--- src/rtl/uart_rx_fifo_if.sv ---
// Byte-stream interface between the UART receiver/FIFO and its consumer.
// master = receiver side (drives head byte and status), slave = consumer side (drives line and pop).
interface uart_rx_fifo_if #(
   parameter int unsigned FIFO_DEPTH = 16
);
   localparam int unsigned FILL_W = $clog2(FIFO_DEPTH) + 1;

   logic              rxd;
   logic              rd_en;
   logic [7:0]        rx_data;
   logic              rx_valid;
   logic [FILL_W-1:0] fill;
   logic              frame_err;
   logic              parity_err;
   logic              overflow;

   modport master (
      input  rxd, rd_en,
      output rx_data, rx_valid, fill, frame_err, parity_err, overflow
   );

   modport slave (
      output rxd, rd_en,
      input  rx_data, rx_valid, fill, frame_err, parity_err, overflow
   );
endinterface

--- src/rtl/uart_rx_fifo.sv ---
// 16x oversampling UART receiver (8N1, or 8E1 when UART_RX_PARITY_EN is defined)
// feeding a first-word-fall-through byte FIFO with framing/parity/overflow reporting.
module uart_rx_fifo #(
   parameter int unsigned CLK_HZ     = 100_000_000,
   parameter int unsigned BAUD       = 115200,
   parameter int unsigned FIFO_DEPTH = 16
) (
   input  logic           clk100,
   input  logic           rst,
   uart_rx_fifo_if.master bus
);
   localparam int unsigned DIV_RAW = CLK_HZ / (BAUD * 16);
   localparam int unsigned DIV     = (DIV_RAW < 1) ? 1 : DIV_RAW;
   localparam int unsigned DIV_W   = (DIV > 1) ? $clog2(DIV) : 1;
   localparam int unsigned AW      = $clog2(FIFO_DEPTH);
   localparam int unsigned FILL_W  = AW + 1;

   typedef enum logic [2:0] {
      S_IDLE,
      S_START,
      S_DATA,
`ifdef UART_RX_PARITY_EN
      S_PARITY,
`endif
      S_STOP,
      S_BREAK
   } state_t;

   logic             r_rx_meta, r_rxs;
   logic [DIV_W-1:0] r_div;
   logic             w_tick;
   state_t           r_state;
   logic [3:0]       r_samp;
   logic             r_s7, r_s8;
   logic [2:0]       r_bit_idx;
   logic [7:0]       r_shift;
   logic             r_frame_err;
   logic             w_vote, w_at_vote, w_par_bad, w_push;

   logic [7:0]        r_mem [FIFO_DEPTH];
   logic [AW:0]       r_wptr, r_rptr;
   logic [AW:0]       w_rptr_next;
   logic [FILL_W-1:0] r_fill, w_fill_next;
   logic              r_valid, r_overflow;
   logic [7:0]        r_rx_data;
   logic              w_empty, w_full, w_pop, w_wr;

   // Line synchronizer; resets to the idle level
   always_ff @(posedge clk100) begin
      if (rst) begin
         r_rx_meta <= 1'b1;
         r_rxs     <= 1'b1;
      end else begin
         r_rx_meta <= bus.rxd;
         r_rxs     <= r_rx_meta;
      end
   end

   assign w_tick = (r_div == DIV_W'(DIV - 1));

   always_ff @(posedge clk100) begin
      if (rst)         r_div <= '0;
      else if (w_tick) r_div <= '0;
      else             r_div <= r_div + DIV_W'(1);
   end

   assign w_at_vote = w_tick && (r_samp == 4'd9);
   assign w_vote    = (r_s7 & r_s8) | (r_s7 & r_rxs) | (r_s8 & r_rxs);

`ifdef UART_RX_PARITY_EN
   logic r_par_err, r_parity_err;
   assign w_par_bad = r_par_err;
`else
   assign w_par_bad = 1'b0;
`endif

   assign w_push = (r_state == S_STOP) && w_at_vote && w_vote && !w_par_bad;

   // Frame FSM; the sample counter is re-phased on each start edge
   always_ff @(posedge clk100) begin
      if (rst) begin
         r_state      <= S_IDLE;
         r_samp       <= 4'd0;
         r_s7         <= 1'b1;
         r_s8         <= 1'b1;
         r_bit_idx    <= 3'd0;
         r_shift      <= 8'h00;
         r_frame_err  <= 1'b0;
`ifdef UART_RX_PARITY_EN
         r_par_err    <= 1'b0;
         r_parity_err <= 1'b0;
`endif
      end else begin
         r_frame_err  <= 1'b0;
`ifdef UART_RX_PARITY_EN
         r_parity_err <= 1'b0;
`endif
         if (w_tick) begin
            r_samp <= r_samp + 4'd1;
            if (r_samp == 4'd7) r_s7 <= r_rxs;
            if (r_samp == 4'd8) r_s8 <= r_rxs;
         end
         case (r_state)
            S_IDLE: begin
               if (!r_rxs) begin
                  r_samp  <= 4'd0;
                  r_state <= S_START;
               end
            end
            S_START: begin
               if (w_at_vote) begin
                  if (w_vote) begin
                     r_state <= S_IDLE;
                  end else begin
                     r_state   <= S_DATA;
                     r_bit_idx <= 3'd0;
`ifdef UART_RX_PARITY_EN
                     r_par_err <= 1'b0;
`endif
                  end
               end
            end
            S_DATA: begin
               if (w_at_vote) begin
                  r_shift[r_bit_idx] <= w_vote;
                  r_bit_idx          <= r_bit_idx + 3'd1;
                  if (r_bit_idx == 3'd7) begin
`ifdef UART_RX_PARITY_EN
                     r_state <= S_PARITY;
`else
                     r_state <= S_STOP;
`endif
                  end
               end
            end
`ifdef UART_RX_PARITY_EN
            S_PARITY: begin
               if (w_at_vote) begin
                  if (w_vote != (^r_shift)) r_par_err <= 1'b1;
                  r_state <= S_STOP;
               end
            end
`endif
            S_STOP: begin
               if (w_at_vote) begin
                  if (w_vote) begin
`ifdef UART_RX_PARITY_EN
                     if (r_par_err) r_parity_err <= 1'b1;
`endif
                     r_state <= S_IDLE;
                  end else begin
                     r_frame_err <= 1'b1;
                     r_state     <= S_BREAK;
                  end
               end
            end
            S_BREAK: begin
               if (r_rxs) r_state <= S_IDLE;
            end
            default: r_state <= S_IDLE;
         endcase
      end
   end

   assign w_empty     = (r_fill == '0);
   assign w_full      = (r_fill == FILL_W'(FIFO_DEPTH));
   assign w_pop       = bus.rd_en && !w_empty;
   assign w_wr        = w_push && (!w_full || w_pop);
   assign w_rptr_next = r_rptr + (AW+1)'(1);

   always_comb begin
      w_fill_next = r_fill;
      if (w_wr && !w_pop)      w_fill_next = r_fill + FILL_W'(1);
      else if (!w_wr && w_pop) w_fill_next = r_fill - FILL_W'(1);
   end

   always_ff @(posedge clk100) begin
      if (w_wr) r_mem[r_wptr[AW-1:0]] <= r_shift;
   end

   // FIFO control; the head register follows the read pointer (fall-through)
   always_ff @(posedge clk100) begin
      if (rst) begin
         r_wptr     <= '0;
         r_rptr     <= '0;
         r_fill     <= '0;
         r_valid    <= 1'b0;
         r_overflow <= 1'b0;
         r_rx_data  <= 8'h00;
      end else begin
         if (w_wr)  r_wptr <= r_wptr + (AW+1)'(1);
         if (w_pop) r_rptr <= w_rptr_next;
         if (w_push && w_full && !w_pop) r_overflow <= 1'b1;
         r_fill  <= w_fill_next;
         r_valid <= (w_fill_next != '0);
         if (w_wr && w_empty)
            r_rx_data <= r_shift;
         else if (w_pop && (r_fill > FILL_W'(1)))
            r_rx_data <= r_mem[w_rptr_next[AW-1:0]];
         else if (w_pop && w_wr)
            r_rx_data <= r_shift;
      end
   end

   assign bus.rx_data   = r_rx_data;
   assign bus.rx_valid  = r_valid;
   assign bus.fill      = r_fill;
   assign bus.frame_err = r_frame_err;
   assign bus.overflow  = r_overflow;
`ifdef UART_RX_PARITY_EN
   assign bus.parity_err = r_parity_err;
`else
   assign bus.parity_err = 1'b0;
`endif
endmodule

--- src/flat_wrapper.sv ---
// flat-port wrapper written by rule: the top's interface ports become plain ports
module uart_rx_fifo_flat 
#(
   parameter int unsigned CLK_HZ     = 100_000_000,
   parameter int unsigned BAUD       = 115200,
   parameter int unsigned FIFO_DEPTH = 16
)
  (clk100, rst, bus_rxd, bus_rd_en, bus_rx_data, bus_rx_valid, bus_fill, bus_frame_err, bus_parity_err, bus_overflow);
  uart_rx_fifo_if #(.FIFO_DEPTH(FIFO_DEPTH)) bus_i ();
  input  logic clk100;
  input  logic rst;
  input wire logic [$bits(bus_i.rxd)-1:0] bus_rxd;
  input wire logic [$bits(bus_i.rd_en)-1:0] bus_rd_en;
  output wire logic [$bits(bus_i.rx_data)-1:0] bus_rx_data;
  output wire logic [$bits(bus_i.rx_valid)-1:0] bus_rx_valid;
  output wire logic [$bits(bus_i.fill)-1:0] bus_fill;
  output wire logic [$bits(bus_i.frame_err)-1:0] bus_frame_err;
  output wire logic [$bits(bus_i.parity_err)-1:0] bus_parity_err;
  output wire logic [$bits(bus_i.overflow)-1:0] bus_overflow;
  assign bus_i.rxd = bus_rxd;
  assign bus_i.rd_en = bus_rd_en;
  assign bus_rx_data = bus_i.rx_data;
  assign bus_rx_valid = bus_i.rx_valid;
  assign bus_fill = bus_i.fill;
  assign bus_frame_err = bus_i.frame_err;
  assign bus_parity_err = bus_i.parity_err;
  assign bus_overflow = bus_i.overflow;
  uart_rx_fifo #(.CLK_HZ(CLK_HZ), .BAUD(BAUD), .FIFO_DEPTH(FIFO_DEPTH)) u_core (.clk100(clk100), .rst(rst), .bus(bus_i));
endmodule
--- config.mk ---
export PLATFORM = sky130hd
export DESIGN_NAME = uart_rx_fifo_flat
export DESIGN_NICKNAME = d
export VERILOG_FILES = /design/src/rtl/uart_rx_fifo_if.sv /design/src/rtl/uart_rx_fifo.sv /design/src/flat_wrapper.sv
export SDC_FILE = /design/constraint.sdc
export NUM_CORES = 1
export LEC_CHECK = 0
export CORE_MARGIN = 4
export CORE_UTILIZATION = 52
export DETAILED_ROUTE_END_ITERATION = 8
export PLACE_DENSITY = 0.72
export SLEW_MARGIN = 20
export SYNTH_ARGS = -nofsm -noshare
export SYNTH_HDL_FRONTEND = slang
export SYNTH_SLANG_ARGS = --single-unit
--- constraint.sdc ---
create_clock -name clk100 -period 2.5 [get_ports clk100]
set_clock_uncertainty 0.2 [all_clocks]
set_input_delay 0.25 -clock clk100 [delete_from_list [all_inputs] [get_ports clk100]]
set_output_delay 0.25 -clock clk100 [all_outputs]
set_load 0.01 [all_outputs]
After elaboration in Yosys (flattened, before gate mapping)
Memory sizes are Yosys's and may differ from the RTL's.
Cells that the tools add are included.

word-level totals
  register bits after elaboration = 54
  latch bits = 0
  memory bits (writable) = 128
  bits in read-only memories = 0
  bits of input ports = 4
  output and inout port bits = 17
  logic and storage cells = 108
  memories = 1

operators by class
  $add $sub $neg = 7
  multiply operators = 0
  div/mod/pow operators = 0
  magnitude comparators = 3
  eq/ne operators = 17
  shift operators = 0
  multiplexer cells = 27
  bitwise operators = 7
  reductions and logical operators = 30

memory list
  name          depth  width  read ports  clocked after memory_dff  write ports  line                text
  u_core.r_mem  16     8      1           0                         1            uart_rx_fifo.sv:40  logic [7:0] r_mem [FIFO_DEPTH];

operators with widths
  operator                                               count
  2-to-1 mux 3 bit                                       10
  2-to-1 mux 8 bit                                       3
  adder 5 x 1 -> 5 bit, second input constant            3
  one-hot mux 3 bit (5 select lines)                     1
  logical AND 1 bit                                      13
  2-to-1 mux 4 bit                                       3
  2-to-1 mux 5 bit                                       2
  inequality test 2 x 1 -> 1 bit, second input constant  5
  bitwise mux 8 bit                                      1
  equality test 4 bit, second input constant             2
  adder 6 x 1 -> 6 bit, second input constant            1
  equality test 3 x 2 -> 1 bit, second input constant    2
  equality test 3 bit, second input constant             2
  equality test 6 bit, second input constant             1
  one-hot mux 3 bit (2 select lines)                     1
  AND reduction 2 bit                                    3
  AND reduction 6 bit                                    1
  equality test 5 bit, second input constant             1
  > comparator 5 x 1 -> 1 bit, second input constant     1
  logical NOT 5 bit                                      1
  nonzero test 5 bit                                     1
  subtractor 5 x 1 -> 5 bit, second input constant       1
  adder 4 x 1 -> 4 bit, second input constant            1
  equality test 4 x 3 -> 1 bit, second input constant    1
  other kinds (19)                                       30

Longest topological paths before layout
Gate-level depths: netlist of run 1.

  word-level depth = 10
  gate-level depth with buffers = 9
  depth with buffers taken out = 7

Worst setup path before layout of run 1
OpenSTA, ideal clock, no wires.

  kind = reg-to-reg
  from = register u_core.r_fill[0] (netlist: u_core.bus.fill[0])
  to = memory u_core.r_mem[0][0] (enable)
  library setup time = 383 ps
  data arrival time = 2140 ps
  data required time = 1917 ps
  setup slack = -223 ps
  cell stages (with the launch flop) = 9
  path buffers = 1
  period minus slack after synthesis = 2723 ps
  cell sequence = dfxtp_1 inv_1 ha_1 or3b_4 or2_0 and3_1 buf_6 nand2_1 nor3_1

between the ends
  word-level cells in the longest chain between the ends = 7
  elaborated cells between the ends (all ways) = 9
  classes of those cells = eq/ne: 1; mux: 2; reduce/logical: 6

RTL lines
  what                                      line                 text
  start, declared                           uart_rx_fifo.sv:43   logic [FILL_W-1:0] r_fill, w_fill_next;
  start signal, assigned                    uart_rx_fifo.sv:194  r_fill <= w_fill_next;
  logical NOT 5 bit                         uart_rx_fifo.sv:165  assign w_empty = (r_fill == '0);
  logical NOT 1 bit                         uart_rx_fifo.sv:167  assign w_pop = bus.rd_en && !w_empty;
  logical AND 1 bit                         uart_rx_fifo.sv:167
  logical OR 1 bit *                        uart_rx_fifo.sv:168  assign w_wr = w_push && (!w_full || w_pop);
  logical AND 1 bit *                       uart_rx_fifo.sv:168
  2-to-1 mux 1 bit *                        uart_rx_fifo.sv:178  if (w_wr) r_mem[r_wptr[AW-1:0]] <= r_shift;
  2-to-1 mux 1 bit (implied by the code) *  uart_rx_fifo.sv:178
  end, declared                             uart_rx_fifo.sv:40

Mark *: on every way between the ends. The rest lies on a longest branch, timed or not.

Worst setup path after layout of run 1
  from = register u_core.r_fill[0] (netlist: u_core.bus.fill[0])
  to = memory u_core.r_mem[5][4] (enable)

The elaborated chain is that of the path after synthesis.

==> results of run 1 <==
## how the worst max path moves through the flow
stage                     cells past startpoint                   to          startpoint  slack [ns]
final                                         8   u_core.r_mem[5][4]  u_core.bus.fill[0]        0.13
after global routing                          7   u_core.r_mem[2][1]     u_core.r_div[0]        0.01
after CTS                                     8  u_core.r_mem[12][1]  u_core.bus.fill[0]        0.09
after detailed placement                      7  u_core.r_mem[12][0]           bus_rd_en        0.05
after global placement                        7   u_core.r_mem[4][7]           bus_rd_en        0.13
after floorplan                               8  u_core.r_mem[12][0]  u_core.bus.fill[0]      -0.009
## per-layer routing
layer | track usage (%) | share of wire, % | vias to the layer above
li1 | - | - | 2052
met1 | 28.88 | 44 | 2240
met2 | 31.63 | 49 | 143
met3 | 4.625 | 5.6 | 6
met4 | 5.440 | 0.63 | 0
met5 | 0 | 0 | -
## cell usage after synthesis, types with 2 or more instances
cell and count:
o41ai_1 2, nand4b_1 2, nand2b_1 6, buf_6 4
inv_1 17, buf_2 6, a21oi_1 16, o21ai_0 11
nand3_1 6, edfxtp_1 128, nor2_1 58, nor3_1 8
ha_1 16, xor2_1 7, xnor2_1 8, clkbuf_1 10
or4_1 2, mux4_2 32, nand2_1 15, mux2i_1 49
dfxtp_1 52, o2111ai_1 2, nor4_1 5, and4_1 2
buf_4 5, or2_2 2, nand4_1 10, nor2b_1 4
and3_1 2
## per-stage QoR
step                      instances  cell area (um2)  worst slack, ns  total power, mW
after global placement          729             8263           0.1262            5.673
after global routing            761             8865          0.01421            8.683
after CTS                       761             8861          0.09417            8.360
after detailed placement        729             8263          0.04803            5.713
after floorplan                 518             7722        -0.009304            5.013
final                           761             8865           0.1307            8.300
## area by class of cell
| class | count | area share, % |
|---|---|---|
| flip-flops and latches | 180 | 55.12 |
| well taps | 184 | 2.597 |
| repair buffers | 54 | 5.392 |
| multi-input cells | 294 | 29.43 |
| clock inverters | 15 | 1.948 |
| inverters | 17 | 0.7198 |
| clock buffers | 17 | 4.799 |
## logic make-up (layout without fill, tap and decap cells)
| kind of cell | after synthesis | after routing | share of synthesized area (%) |
|---|---|---|---|
| compound gates | 44 | 44 | 3.769 |
| flops | 180 | 180 | 63.42 |
| other cells | 1 | 1 | 0.04869 |
| fa+ha+maj | 17 | 17 | 2.745 |
| xor+xnor | 17 | 17 | 2.128 |
| mux | 82 | 82 | 15.92 |
| buf+inv | 44 | 103 | 3.021 |
| simple gates | 133 | 133 | 8.951 |
## registers in the layout (all words and copies together), names as in the netlist
register	cells
u_core.bus.rx_data	8
u_core.r_rptr	4
u_core.bus.overflow	1
u_core.r_rxs	1
u_core.r_div	6
u_core.r_mem	128
u_core.r_s7	1
u_core.bus.fill	5
u_core.r_wptr	4
u_core.r_shift	8
u_core.r_state	3
u_core.r_samp	4
u_core.r_rx_meta	1
u_core.r_s8	1
u_core.bus.frame_err	1
u_core.r_bit_idx	3
u_core.bus.rx_valid	1
## power breakdown
group / total [mW] / switching [mW] / internal, mW / leakage [nW]
registers: 3.37 / 0.0919 / 3.28 / 1.61
clock network: 2.64 / 1.14 / 1.50 / 0.289
logic: 2.29 / 1.13 / 1.16 / 1.33
total: 8.30 / 2.36 / 5.94 / 3.22
## worst register-to-register path: stages, from the launching register on
cell and delay [ns]:
dfxtp_1 0.31, inv_1 0.08, ha_1 0.21, or3b_4 0.42, or2_0 0.24, and3_1 0.20, nand2_1 0.21, nor2_1 0.08
buf_4 0.18
==> metrics.txt, run 1 <==
Max Transition Viols Final 0; 1st-pass router iterations 4; CP Capture Type flip-flop; share of cells above drive strength 1 20.62%; Tightest Hold Check Type in2reg; Setup-failing EPs final 0; Crit path buffers/inverters 2; Hold Buf Count CTS 0; post-CTS sizing 0; RSZ-0062 raised after global routing false; DRC errors left 0; postcts setup bufs 0; via count of the first global-routing pass 4354; PD cells 936.3 mW/mm2; FF-to-FF setup slack 0.13 ns; max-cap viol count 0; worst hold stages 2; Setup TNS 0 ns; hold_sp bus_rxd; FF-to-FF path depth 8; fmax 0.4221 GHz; largest net degree at the start of global routing 35; Die X 129.7 um; Rel. slew slack 43.22%; Post-synth ARST share 0%; Fill cells 1081; worst r2r src u_core.bus.fill[0]; Routed WL 15820 um; status completed; first-pass GRT wire length 24850 um; Seq cells post-synth 180; Vias per Instance 5.836; end of the worst hold path u_core.r_rx_meta; end of the worst register-to-register path u_core.r_mem[5][4]; commonest non-fill, non-tap cell in the layout edfxtp_1; Max stage delay on crit path 0.42 ns; hold slack 0.1919 ns; minimum clock period 2.369 ns; Routability Congestion 0.8468; Final HPWL DP 10740 um; Rows 44; GRT Total Usage 20.20%; Clock Pin Slew Worst Setup and Hold Paths 0.07 ns; Antenna diodes 0; area of the multi-input gates 0.002609 mm2; I/O Buffers 19; gr ovfl total 0; Area Growth Syn to Fin 15.09%; CP cell instances inv_1 -> ha_1 -> or3b_4 -> or2_0 -> and3_1 -> nand2_1 -> nor2_1 -> buf_4; final core occ 60.99%; Die Footprint 0.01682 mm2; synthesized area per cell 14.87 um2; Seq/Total Area, Yosys 63.42%; Num CTS Buffers 17; initial core utilization 53.00%; H-tree levels 4; # IOs 21; Worst setup SP type flip-flop; Leak 3.224 nW; clock latency on the worst-skew pair 0.43 ns; EDFF count, synth 128; Routed Antenna Nets 0; Synth cell types 60; yosys warns 0; slowest CP cell or3b_4; Clock Sinks 180; Vias 4441; CTS tree built; Least-Margin Pin Slew 0.8505 ns; Seq. cell area 0.004886 mm2; commonest register cell after synthesis edfxtp_1; initial antenna violation count 0; 1st-iter DRT viols 363; Worst EP required 2.48 ns; fin crit share 94.77%; net count reported at finish 584; Syn Inst Count 518; Yosys top cell by area edfxtp_1; CTS root buffer clkbuf_16; final hold vios 0; arrival time worst endpoint 2.35 ns; synthesized area 0.007702 mm2; critical path's top delay family simple AND/OR/NAND/NOR gates; most frequent cells in the layout edfxtp_1, nor2_1, dfxtp_1; most area-consuming cells after synthesis edfxtp_1, dfxtp_1, mux4_2; clock tree buffer depth 2; WL/cell 20.79 um; Worst Setup Path Type reg2reg; syn_nets 538; share of the synthesized area in the top cell type 49.90%; die height 129.7 um; CP Max Fanout 8; maximum vdd ir drop 0.5932 mV; core area 0.01453 mm2
No activity file was read; power rests on OpenSTA's default activity.
==> run 2: changes to the inputs <==
Settings changed: PLACE_DENSITY 0.72 to 0.69, SLEW_MARGIN 20 to 30.
Clock period 2.5 ns to 2.4 ns, I/O delays scaled along.
==> run 2 against run 1 <==
Net effect:
- critical path depth is the same
- global-route usage shrank 0.060 points
- die area is the same
- setup slack lost 0.087 ns
- critical path type unchanged
==> metrics.txt, run 2 (synthesis results as in run 1) <==
status completed; # IOs 21 (unchanged); die height 129.7 um (unchanged); gr ovfl total 0 (unchanged); via count of the first global-routing pass 4353 (-0.023%); CTS root buffer clkbuf_16; GRT Total Usage 20.14% (-0.060 points); postcts setup bufs 0 (unchanged); clock tree buffer depth 2 (unchanged); Setup-failing EPs final 0 (unchanged); Clock Sinks 180 (unchanged); fmax 0.4243 GHz (+0.53%); initial core utilization 53.00% (unchanged); final hold vios 0 (unchanged); post-CTS sizing 0 (unchanged); maximum vdd ir drop 0.8111 mV (+37%); commonest non-fill, non-tap cell in the layout edfxtp_1; Top Layer Used met4; Metal-1 WL 7203 um (+2.3%); minimum clock period 2.357 ns (-0.01251 ns); met2 wire length 7620 um (-2.3%); 1st-pass router iterations 4 (unchanged); core area 0.01453 mm2 (unchanged); met3 wire length 732 um (-17%); CP Capture Type flip-flop; 1st-iter DRT viols 273 (-25%); max-cap viol count 0 (unchanged); Antenna diodes 0 (unchanged); first-pass GRT wire length 24810 um (-0.16%); Worst setup SP type flip-flop; Die Footprint 0.01682 mm2 (unchanged); Routed Antenna Nets 0 (unchanged); Setup TNS 0 ns (unchanged); Clock Pin Slew Worst Setup and Hold Paths 0.06 ns (about the same); number of flip-flops in the largest register 128 (unchanged); Leak 3.300 nW (+2.4%); Worst Setup Path Type reg2reg; most frequent cells in the layout edfxtp_1, nor2_1, dfxtp_1; Worst EP required 2.38 ns (-0.10 ns); Vias per Instance 5.772 (-1.1%); Area Growth Syn to Fin 16.78%; fin crit share 98.20% (+3.4 points); Tightest Hold Check Type in2reg; dpl ws 0.03716 ns (-0.01087 ns); net count reported at finish 594 (+1.7%); PD cells 983.9 mW/mm2 (+5.1%); clock latency on the worst-skew pair 0.43 ns (about the same); RSZ-0062 raised after global routing true; Rows 44 (unchanged); final core occ 61.89% (+0.90 points); CTS tree built; H-tree levels 4 (unchanged); DRC errors left 0 (unchanged); Routability Congestion 0.8393 (-0.89%); Max Transition Viols Final 0 (unchanged); Routed WL 15750 um (-0.48%); Rel. slew slack 45.25% (+2.0 points); Die X 129.7 um (unchanged); WL/cell 20.42 um (-1.8%); Num CTS Buffers 17 (unchanged); final setup margin 0.04322 ns (-0.08749 ns); I/O Buffers 19 (unchanged); Least-Margin Pin Slew 0.8201 ns (-0.03039 ns); hold slack 0.1755 ns (-0.01639 ns); CP Max Fanout 8 (unchanged); arrival time worst endpoint 2.34 ns (about the same); largest net degree at the start of global routing 34 (-2.9%); share of cells above drive strength 1 21.98% (+1.4 points); initial antenna violation count 0 (unchanged); Hold Buf Count CTS 0 (unchanged); Final HPWL DP 10510 um (-2.1%); Vias 4450 (+0.20%)
run 2: metal layers:
| layer | vias to the layer above | track usage, % |
|---|---|---|
| met3 | 16 | 4.503 |
| met2 | 115 | 31.88 |
| met1 | 2241 | 28.20 |
| met5 | - | 0 |
| li1 | 2078 | - |
| met4 | 0 | 6.235 |
run 2: area by class of cell:
| class | instances | area (um2) |
|---|---|---|
| fillers | 1067 | 5539 |
| flip-flops and latches | 180 | 4886 |
| multi-input cells | 294 | 2613 |
| repair buffers | 64 | 565.5 |
| clock buffers | 18 | 429.2 |
| well taps | 184 | 230.2 |
| clock inverters | 14 | 207.7 |
| inverters | 17 | 63.81 |
run 2: path summary, 6_finish.rpt:
path	slack [ns]	startpoint	cells after the start	end
max reg2reg	0.04	u_core.bus.fill[1]	8	u_core.r_mem[14][1]
min reg2reg	0.22	u_core.r_rx_meta	1	u_core.r_rxs
min	0.18	bus_rxd	2	u_core.r_rx_meta
max	0.04	u_core.bus.fill[1]	8	u_core.r_mem[14][1]
run 2: power by group:
group          internal, mW  switching, mW  leakage, nW
clock network          1.84           1.11        0.308
logic                  1.24           1.16         1.38
registers              3.41         0.0862         1.61
run 2: through the flow:
step | std cells | cell area [um2] | power [mW]
finish | 771 | 8995 | 8.850
global placement | 739 | 8356 | 5.951
CTS | 771 | 8992 | 8.937
floorplan | 518 | 7727 | 5.222
global route | 771 | 8995 | 9.258
detailed placement | 739 | 8356 | 5.977
run 2: critical path, cell delays in order (launching register included):
cell     delay (ns)
dfxtp_1        0.31
inv_1          0.07
ha_1           0.19
or3b_4         0.41
or2_0          0.24
and3_1         0.21
nand2_1        0.23
nor2_1         0.07
buf_4          0.18
